## src/rtl/mul_add_pkg.sv

```systemverilog
// Shared definitions for the sequential multiply-accumulate unit and the
// divide units that sit on the same operand buses.
package mul_add_pkg;

  typedef enum logic [1:0] {
    IDLE = 2'd0,
    RUN  = 2'd1,
    DONE = 2'd2
  } mul_add_state_e;

  localparam int unsigned WID_DEFAULT = 128;

  // Width needed to hold the iteration count WID down to 0.
  function automatic int unsigned cnt_width(input int unsigned wid);
    return $clog2(wid + 1);
  endfunction

endpackage

```

## src/rtl/mul_add_step.sv

```systemverilog
// One shift-and-add iteration: conditionally add the shifted multiplicand,
// then advance multiplicand and multiplier by one bit.
module mul_add_step #(
  parameter int unsigned WID = 128
) (
  input  logic [2*WID-1:0] acc_i,
  input  logic [2*WID-1:0] breg_i,
  input  logic [WID-1:0]   qreg_i,
  output logic [2*WID-1:0] acc_o,
  output logic [2*WID-1:0] breg_o,
  output logic [WID-1:0]   qreg_o
);

  always_comb begin
    acc_o  = acc_i;
    if (qreg_i[0]) begin
      acc_o = acc_i + breg_i;
    end
    breg_o = breg_i << 1;
    qreg_o = qreg_i >> 1;
  end

endmodule

```

## src/rtl/mul_add_seq.sv

```systemverilog
// Sequential multiply-accumulate p = b*q + r, one multiplier bit per enabled
// cycle, with the ld/ce/done handshake shared with the divide units.
module mul_add_seq
  import mul_add_pkg::*;
#(
  parameter int unsigned WID = WID_DEFAULT
) (
  input  logic             clk,
  input  logic             rst,
  input  logic             ce,
  input  logic             ld,
  input  logic [WID-1:0]   b,
  input  logic [WID-1:0]   q,
  input  logic [WID-1:0]   r,
  output logic [2*WID-1:0] p,
  output logic             ovf,
  output logic             busy,
  output logic             done
);

  localparam int unsigned CW = cnt_width(WID);
  localparam logic [CW-1:0] CNT_INIT = CW'(WID);
  localparam logic [CW-1:0] CNT_LAST = CW'(1);

  mul_add_state_e state_q, state_d;
  logic [2*WID-1:0] breg_q, breg_d;
  logic [WID-1:0]   qreg_q, qreg_d;
  logic [2*WID-1:0] acc_q, acc_d;
  logic [CW-1:0]    cnt_q, cnt_d;
  logic [2*WID-1:0] p_q, p_d;
  logic             ovf_q, ovf_d;
  logic             busy_q, busy_d;
  logic             done_q, done_d;

  logic [2*WID-1:0] acc_nxt;
  logic [2*WID-1:0] breg_nxt;
  logic [WID-1:0]   qreg_nxt;

  mul_add_step #(
    .WID (WID)
  ) u_step (
    .acc_i  (acc_q),
    .breg_i (breg_q),
    .qreg_i (qreg_q),
    .acc_o  (acc_nxt),
    .breg_o (breg_nxt),
    .qreg_o (qreg_nxt)
  );

  always_comb begin
    state_d = state_q;
    breg_d  = breg_q;
    qreg_d  = qreg_q;
    acc_d   = acc_q;
    cnt_d   = cnt_q;
    p_d     = p_q;
    ovf_d   = ovf_q;
    busy_d  = busy_q;
    done_d  = done_q;

    if (ce) begin
      // ld takes priority over the final RUN step, so an abort never
      // publishes a result for the operation it replaces.
      if (ld) begin
        breg_d  = (2*WID)'(b);
        qreg_d  = q;
        acc_d   = (2*WID)'(r);
        cnt_d   = CNT_INIT;
        state_d = RUN;
        busy_d  = 1'b1;
        done_d  = 1'b0;
      end else begin
        unique case (state_q)
          RUN: begin
            acc_d  = acc_nxt;
            breg_d = breg_nxt;
            qreg_d = qreg_nxt;
            cnt_d  = cnt_q - CNT_LAST;
            if (cnt_q == CNT_LAST) begin
              p_d     = acc_nxt;
              ovf_d   = |acc_nxt[2*WID-1:WID];
              busy_d  = 1'b0;
              done_d  = 1'b1;
              state_d = DONE;
            end
          end
          IDLE, DONE: begin
            state_d = state_q;
          end
          default: begin
            state_d = IDLE;
            busy_d  = 1'b0;
            done_d  = 1'b0;
          end
        endcase
      end
    end
  end

  always_ff @(posedge clk or negedge rst) begin
    if (!rst) begin
      state_q <= IDLE;
      breg_q  <= '0;
      qreg_q  <= '0;
      acc_q   <= '0;
      cnt_q   <= '0;
      p_q     <= '0;
      ovf_q   <= 1'b0;
      busy_q  <= 1'b0;
      done_q  <= 1'b0;
    end else begin
      state_q <= state_d;
      breg_q  <= breg_d;
      qreg_q  <= qreg_d;
      acc_q   <= acc_d;
      cnt_q   <= cnt_d;
      p_q     <= p_d;
      ovf_q   <= ovf_d;
      busy_q  <= busy_d;
      done_q  <= done_d;
    end
  end

  assign p    = p_q;
  assign ovf  = ovf_q;
  assign busy = busy_q;
  assign done = done_q;

endmodule

```

## config.mk

```make
export PLATFORM = sky130hd
export DESIGN_NAME = mul_add_seq
export DESIGN_NICKNAME = d
export VERILOG_FILES = /design/src/rtl/mul_add_pkg.sv /design/src/rtl/mul_add_step.sv /design/src/rtl/mul_add_seq.sv
export SDC_FILE = /design/constraint.sdc
export NUM_CORES = 2
export LEC_CHECK = 0
export ABC_AREA = 1
export BUFFER_PORTS_ARGS = -buffer_cell sky130_fd_sc_hd__buf_2
export CELL_PAD_IN_SITES_DETAIL_PLACEMENT = 2
export CELL_PAD_IN_SITES_GLOBAL_PLACEMENT = 2
export CORE_ASPECT_RATIO = 0.6
export CORE_MARGIN = 2
export CORE_UTILIZATION = 33
export CTS_CLUSTER_SIZE = 16
export DETAILED_ROUTE_END_ITERATION = 8
export PLACE_DENSITY = 0.8
export SLEW_MARGIN = 10
export SYNTH_ARGS = -nofsm -noshare
export SYNTH_HDL_FRONTEND = slang
export SYNTH_SLANG_ARGS = --single-unit
```

## constraint.sdc

```tcl
create_clock -name clk -period 3.1 [get_ports clk]
set_input_delay 0.465 -clock clk [delete_from_list [all_inputs] [get_ports clk]]
set_output_delay 0.465 -clock clk [all_outputs]
set_load 0.05 [all_outputs]
```

==> impl_metrics.xml, run 1 <==
<?xml version="1.0" encoding="UTF-8"?>
<metrics>
  <group name="status">
    <metric name="outcome" unit="">stopped before the end</metric>
    <metric name="failed_stage" unit="">3_5_place_dp</metric>
    <metric name="toolErrorMsg" unit="">[ERROR DPL-0033] detailed placement checks failed during check placement.</metric>
  </group>
  <group name="floorplanning">
    <metric name="die_w" unit="µm">608</metric>
    <metric name="die_h" unit="µm">367</metric>
    <metric name="initial_utilization" unit="%">33.1</metric>
    <metric name="rows" unit="">133</metric>
    <metric name="ios" unit="">647</metric>
  </group>
  <group name="synthesis">
    <metric name="synth.cells.most_frequent" unit="">nand2_1, inv_1, dfrtp_1</metric>
    <metric name="ys.warnings.count" unit="">0</metric>
    <metric name="ys_seq_elements" unit="">907</metric>
    <metric name="synth_compound_gate_area_share" unit="%">13.9</metric>
    <metric name="netlist.area_leader.share" unit="%">31.4</metric>
    <metric name="largest_family_of_logic_cells_by_synthesized_area" unit="">simple AND/OR/NAND/NOR gates</metric>
    <metric name="netlist-cell-type-count" unit="">47</metric>
    <metric name="synth_enable_flop_cells" unit="">0</metric>
    <metric name="synth_fa_ha_area_share" unit="%">4.48</metric>
    <metric name="gate_count_post_synth" unit="">11900</metric>
    <metric name="synth_simple_gate_area_share" unit="%">32.8</metric>
    <metric name="synthMuxAreaShare" unit="%">0</metric>
    <metric name="parity_gate_share_of_the_synthesized_area_counting_xor_and_xnor_cells" unit="%">1.55</metric>
    <metric name="ys_seq_area_share" unit="%">31.4</metric>
    <metric name="synthFlopType" unit="">dfrtp_1</metric>
    <metric name="synth_top_cell_by_area" unit="">dfrtp_1</metric>
    <metric name="syn_area" unit="mm²">0.0723</metric>
    <metric name="ys_top_cells_by_area" unit="">dfrtp_1, nand2_1, inv_1</metric>
    <metric name="ys_async_sr_fraction" unit="%">100</metric>
    <metric name="synthMostInstantiatedCell" unit="">nand2_1</metric>
    <metric name="syn-mean-instance-area" unit="µm²">6.06</metric>
    <metric name="synthesis.nets" unit="">12600</metric>
  </group>
  <group name="place">
    <metric name="buffer_ports.inserted" unit="">646</metric>
    <metric name="routabilityCongestion" unit="">1.15</metric>
    <metric name="detailedPlacementHpwl" unit="mm">573</metric>
  </group>
</metrics>
==> through the flow <==
| step | area (µm²) | hold slack [ps] | instances | setup slack [ps] | setup TNS (ps) |
|---|---|---|---|---|---|
| after floorplan | 72300 | 169 | 11900 | 392 | 0 |
| after global placement | 99500 | 381 | 17700 | -1760 | -164200 |
==> kinds of logic after synthesis <==
group / after synthesis
AOI/OAI and AO/OA: 1738
xor gates and xnor gates: 128
adders and majority gates: 258
buffers and inverters: 3047
DFF: 907
and+or+nand+nor: 5856
==> run 2, diff against run 1 <==
Settings changed: CELL_PAD_IN_SITES_DETAIL_PLACEMENT 2 to unset, CELL_PAD_IN_SITES_GLOBAL_PLACEMENT 2 to unset, CORE_ASPECT_RATIO 0.6 to unset, CORE_UTILIZATION 33 to 35, CTS_CLUSTER_SIZE 16 to unset, PLACE_DENSITY 0.8 to unset, PLACE_DENSITY_LB_ADDON set to 0.15.
==> run 2 against run 1 <==
The flow now finishes, with violations (negative setup slack). Area after synthesis unchanged. Synthesized cell count unchanged.
==> impl_metrics.xml, run 2 <==
<?xml version="1.0" encoding="UTF-8"?>
<metrics>
  <group name="drt">
    <metric name="vias_per_cell" unit="">4.99</metric>
    <metric name="wl_per_cell" unit="µm">23.7</metric>
    <metric name="detailedRoute.firstPassIterationCount" unit="">8</metric>
    <metric name="vias" unit="">90300</metric>
    <metric name="wl" unit="mm">429</metric>
    <metric name="drt_iter0_drc" unit="">8867</metric>
    <metric name="drc_errors" unit="">0</metric>
    <metric name="antenna_left" unit="">0</metric>
  </group>
  <group name="critical_path">
    <metric name="cp-start-kind" unit="">flop</metric>
    <metric name="ff_to_ff_end" unit="">ovf</metric>
    <metric name="worstPathRequired" unit="ps">3790</metric>
    <metric name="rr_startpoint" unit="">acc_q[92]</metric>
    <metric name="startpoint" unit="">acc_q[92]</metric>
    <metric name="reg2reg_setup_slack" unit="ps">-600</metric>
    <metric name="r2r.worst_path.cells" unit="">24</metric>
    <metric name="path_class" unit="">flop to flop</metric>
    <metric name="worstPathMaxFanout" unit="">3</metric>
    <metric name="cp_data_arrival_time" unit="ps">4390</metric>
    <metric name="timing.critical_path.to_type" unit="">flop</metric>
  </group>
  <group name="synthesis">
    <metric name="ys_seq_area_share" unit="%">31.4</metric>
    <metric name="synthFlopType" unit="">dfrtp_1</metric>
    <metric name="synth_top_cell_by_area" unit="">dfrtp_1</metric>
    <metric name="gate_count_post_synth" unit="">11900</metric>
    <metric name="ys.warnings.count" unit="">0</metric>
    <metric name="netlist-cell-type-count" unit="">47</metric>
    <metric name="synth_enable_flop_cells" unit="">0</metric>
    <metric name="syn_area" unit="mm²">0.0723</metric>
    <metric name="syn-mean-instance-area" unit="µm²">6.06</metric>
    <metric name="synth.cells.most_frequent" unit="">nand2_1, inv_1, dfrtp_1</metric>
    <metric name="ys_async_sr_fraction" unit="%">100</metric>
    <metric name="ys_top_cells_by_area" unit="">dfrtp_1, nand2_1, inv_1</metric>
    <metric name="synthMostInstantiatedCell" unit="">nand2_1</metric>
    <metric name="ys_seq_elements" unit="">907</metric>
    <metric name="netlist.area_leader.share" unit="%">31.4</metric>
    <metric name="synthesis.nets" unit="">12600</metric>
  </group>
  <group name="timing">
    <metric name="report.final.slew_viol_count" unit="">0</metric>
    <metric name="period_share" unit="%">119</metric>
    <metric name="clock_skew" unit="ps">109</metric>
    <metric name="achievable-frequency" unit="GHz">0.270</metric>
    <metric name="slew_limit_headroom" unit="%">27.7</metric>
    <metric name="setup_violators_final" unit="">201</metric>
    <metric name="final.setup.worst_slack" unit="ps">-603</metric>
    <metric name="final.min_clock_period" unit="ps">3700</metric>
    <metric name="hold_viol_final" unit="">0</metric>
    <metric name="worst_pin_slew" unit="ps">1080</metric>
    <metric name="rsz0062_at_grt" unit="">yes</metric>
  </group>
  <group name="place">
    <metric name="routabilityCongestion" unit="">1.10</metric>
    <metric name="detailedPlace.worstSlack" unit="ps">-1950</metric>
    <metric name="buffer_ports.inserted" unit="">646</metric>
    <metric name="detailedPlacementHpwl" unit="mm">356</metric>
  </group>
  <group name="final_layout">
    <metric name="utilization" unit="%">57.1</metric>
    <metric name="most_common_library_cell_in_the_layout_ignoring_fill_and_taps" unit="">nand2_1</metric>
    <metric name="mostFrequentLayoutCells" unit="">nand2_1, inv_1, buf_4, dfrtp_1, nand2_2</metric>
    <metric name="syn2layout_area_growth" unit="%">62.0</metric>
    <metric name="layout-drive-gt1-share" unit="%">37.0</metric>
    <metric name="final_nets" unit="">15900</metric>
    <metric name="nFillCells" unit="">19900</metric>
  </group>
  <group name="power">
    <metric name="pwr_density_cell" unit="mW/mm²">667</metric>
    <metric name="p_leak" unit="nW">63.0</metric>
    <metric name="power.combinational.fraction" unit="%">61.9</metric>
    <metric name="worst_ir_drop_vdd" unit="V">0.000730</metric>
    <metric name="switching_power" unit="mW">36.8</metric>
    <metric name="total_power" unit="mW">78.1</metric>
    <metric name="pwr-share-seq" unit="%">20.9</metric>
    <metric name="power.share.switching" unit="%">47.1</metric>
    <metric name="internal_power" unit="mW">41.3</metric>
    <metric name="relative_contribution_of_the_clock_network_to_total_power" unit="%">17.2</metric>
  </group>
  <group name="run">
    <metric name="max_cap_violations" unit="">0</metric>
  </group>
  <group name="floorplanning">
    <metric name="floorplan.die_area" unit="mm²">0.210</metric>
    <metric name="die_h" unit="µm">458</metric>
    <metric name="rows" unit="">166</metric>
    <metric name="initial_utilization" unit="%">35.3</metric>
    <metric name="core-area" unit="mm²">0.205</metric>
    <metric name="die_w" unit="µm">458</metric>
    <metric name="ios" unit="">647</metric>
  </group>
  <group name="global_routing">
    <metric name="grt_first_pass_wirelength" unit="mm">605</metric>
    <metric name="grt_max_degree" unit="">258</metric>
    <metric name="groute.usage.overall" unit="%">39.8</metric>
    <metric name="globalRoute.totalOverflow" unit="">0</metric>
    <metric name="grt_antenna_before_repair" unit="">32</metric>
    <metric name="first_global_vias" unit="">88200</metric>
  </group>
  <group name="clock_network">
    <metric name="htreeDepth" unit="">3</metric>
    <metric name="tritoncts_clock_tree" unit="">yes</metric>
    <metric name="cts-buffers-inserted" unit="">104</metric>
    <metric name="cts-root-buf" unit="">clkbuf_16</metric>
    <metric name="clk_pin_slew_worst_paths" unit="ps">70</metric>
    <metric name="max-clock-path-buffers" unit="">3</metric>
    <metric name="clock_latency" unit="ps">860</metric>
    <metric name="cts.sink_count" unit="">907</metric>
  </group>
  <group name="status">
    <metric name="outcome" unit="">finished, violations left</metric>
    <metric name="failing_checks" unit="">negative setup slack</metric>
  </group>
  <group name="hold_path">
    <metric name="hold_path_end" unit="">acc_q[116]</metric>
    <metric name="worst_hold_startpoint" unit="">r[116]</metric>
    <metric name="path_category_of_the_worst_min_delay_check" unit="">input port to flop</metric>
    <metric name="hold_depth" unit="">3</metric>
  </group>
</metrics>
[run 2: cell type report]
type	instances	area [µm²]	area share [%]
Tap cell	2688	3360	2.87
Antenna cell	16	40.0	0.0342
Multi-Input combinational cell	7980	48500	41.4
Inverter	2707	10200	8.71
Timing Repair Buffer	3599	28600	24.4
Clock buffer	149	3050	2.61
Clock inverter	43	649	0.554
Sequential cell	907	22700	19.4
[run 2: kinds of logic (layout without fill, tap and decap cells)]
family / Yosys count / after routing / share of synthesized area (%)
simple gates: 5856 / 5856 / 32.8
buf+inv: 3047 / 6498 / 15.9
compound gates: 1738 / 1738 / 13.9
flops: 907 / 907 / 31.4
fa+ha+maj: 258 / 258 / 4.48
xor+xnor: 128 / 128 / 1.55
other cells: 0 / 16 / 0
[run 2: timing repair]
item	in CTS	in global routing
endpoints found under the hold margin	401	0
buffers inserted	250	60
setup endpoints to repair	406	393
hold buffers	375	0
pin swaps	467	236
resized for setup	2364	476
[run 2: worst max path at each step]
stage,end,slack [ps],cells after the start
after global routing,ovf,-690,27
after CTS,ovf,-470,31
final,ovf,-600,24
after floorplan,ovf,390,26
after global placement,ovf,-2010,25
after detailed placement,ovf,-1950,25
[run 2: worst max-delay path, cell delays in order, from the launching register on]
cell and delay, ps:
dfrtp_1 410, ha_4 280, buf_4 130, nand2_4 70, nor2_2 140, buf_4 160
nand2_1 80, nor2_1 120, buf_4 210, buf_4 150, nand2_1 110, inv_2 90
nand2_2 80, inv_1 100, nand2_4 120, nand3_1 120, nand3_2 110, nand2_2 110
nand2_2 60, nor2_4 140, nand2_2 80, nor2_4 200, nand2_4 120, nor2_4 290
a21oi_2 90
[run 2: stage by stage]
step           std cells  hold WS, ps  cell area [µm²]  TNS [ps]
4_1_cts            18000        0.108           115000     -8580
2_1_floorplan      11900          169            72300         0
6_report           18100         27.7           117000    -20590
3_3_place_gp       17200          459            96200   -140590
5_1_grt            18100         11.2           117000    -59270
3_5_place_dp       17200          459            96200   -142020
[run 2: layer usage]
layer	wire, µm	track usage (%)	vias up
li1	-	-	43100
met1	187000	54.2	43100
met2	185000	61.3	3376
met3	35300	7.98	705
met4	21900	16.5	14
met5	102	0	-
[run 2: power by group through the flow]
stage | logic (mW) | registers [mW] | clock network [mW]
6_report | 48.4 | 16.3 | 13.4
5_1_grt | 51.1 | 16.6 | 14.0
4_1_cts | 45.8 | 16.2 | 13.6
3_5_place_dp | 38.3 | 15.9 | 0
3_3_place_gp | 38.3 | 15.9 | 0
2_1_floorplan | 14.9 | 18.9 | 0
(Power assumes the default switching activity.)
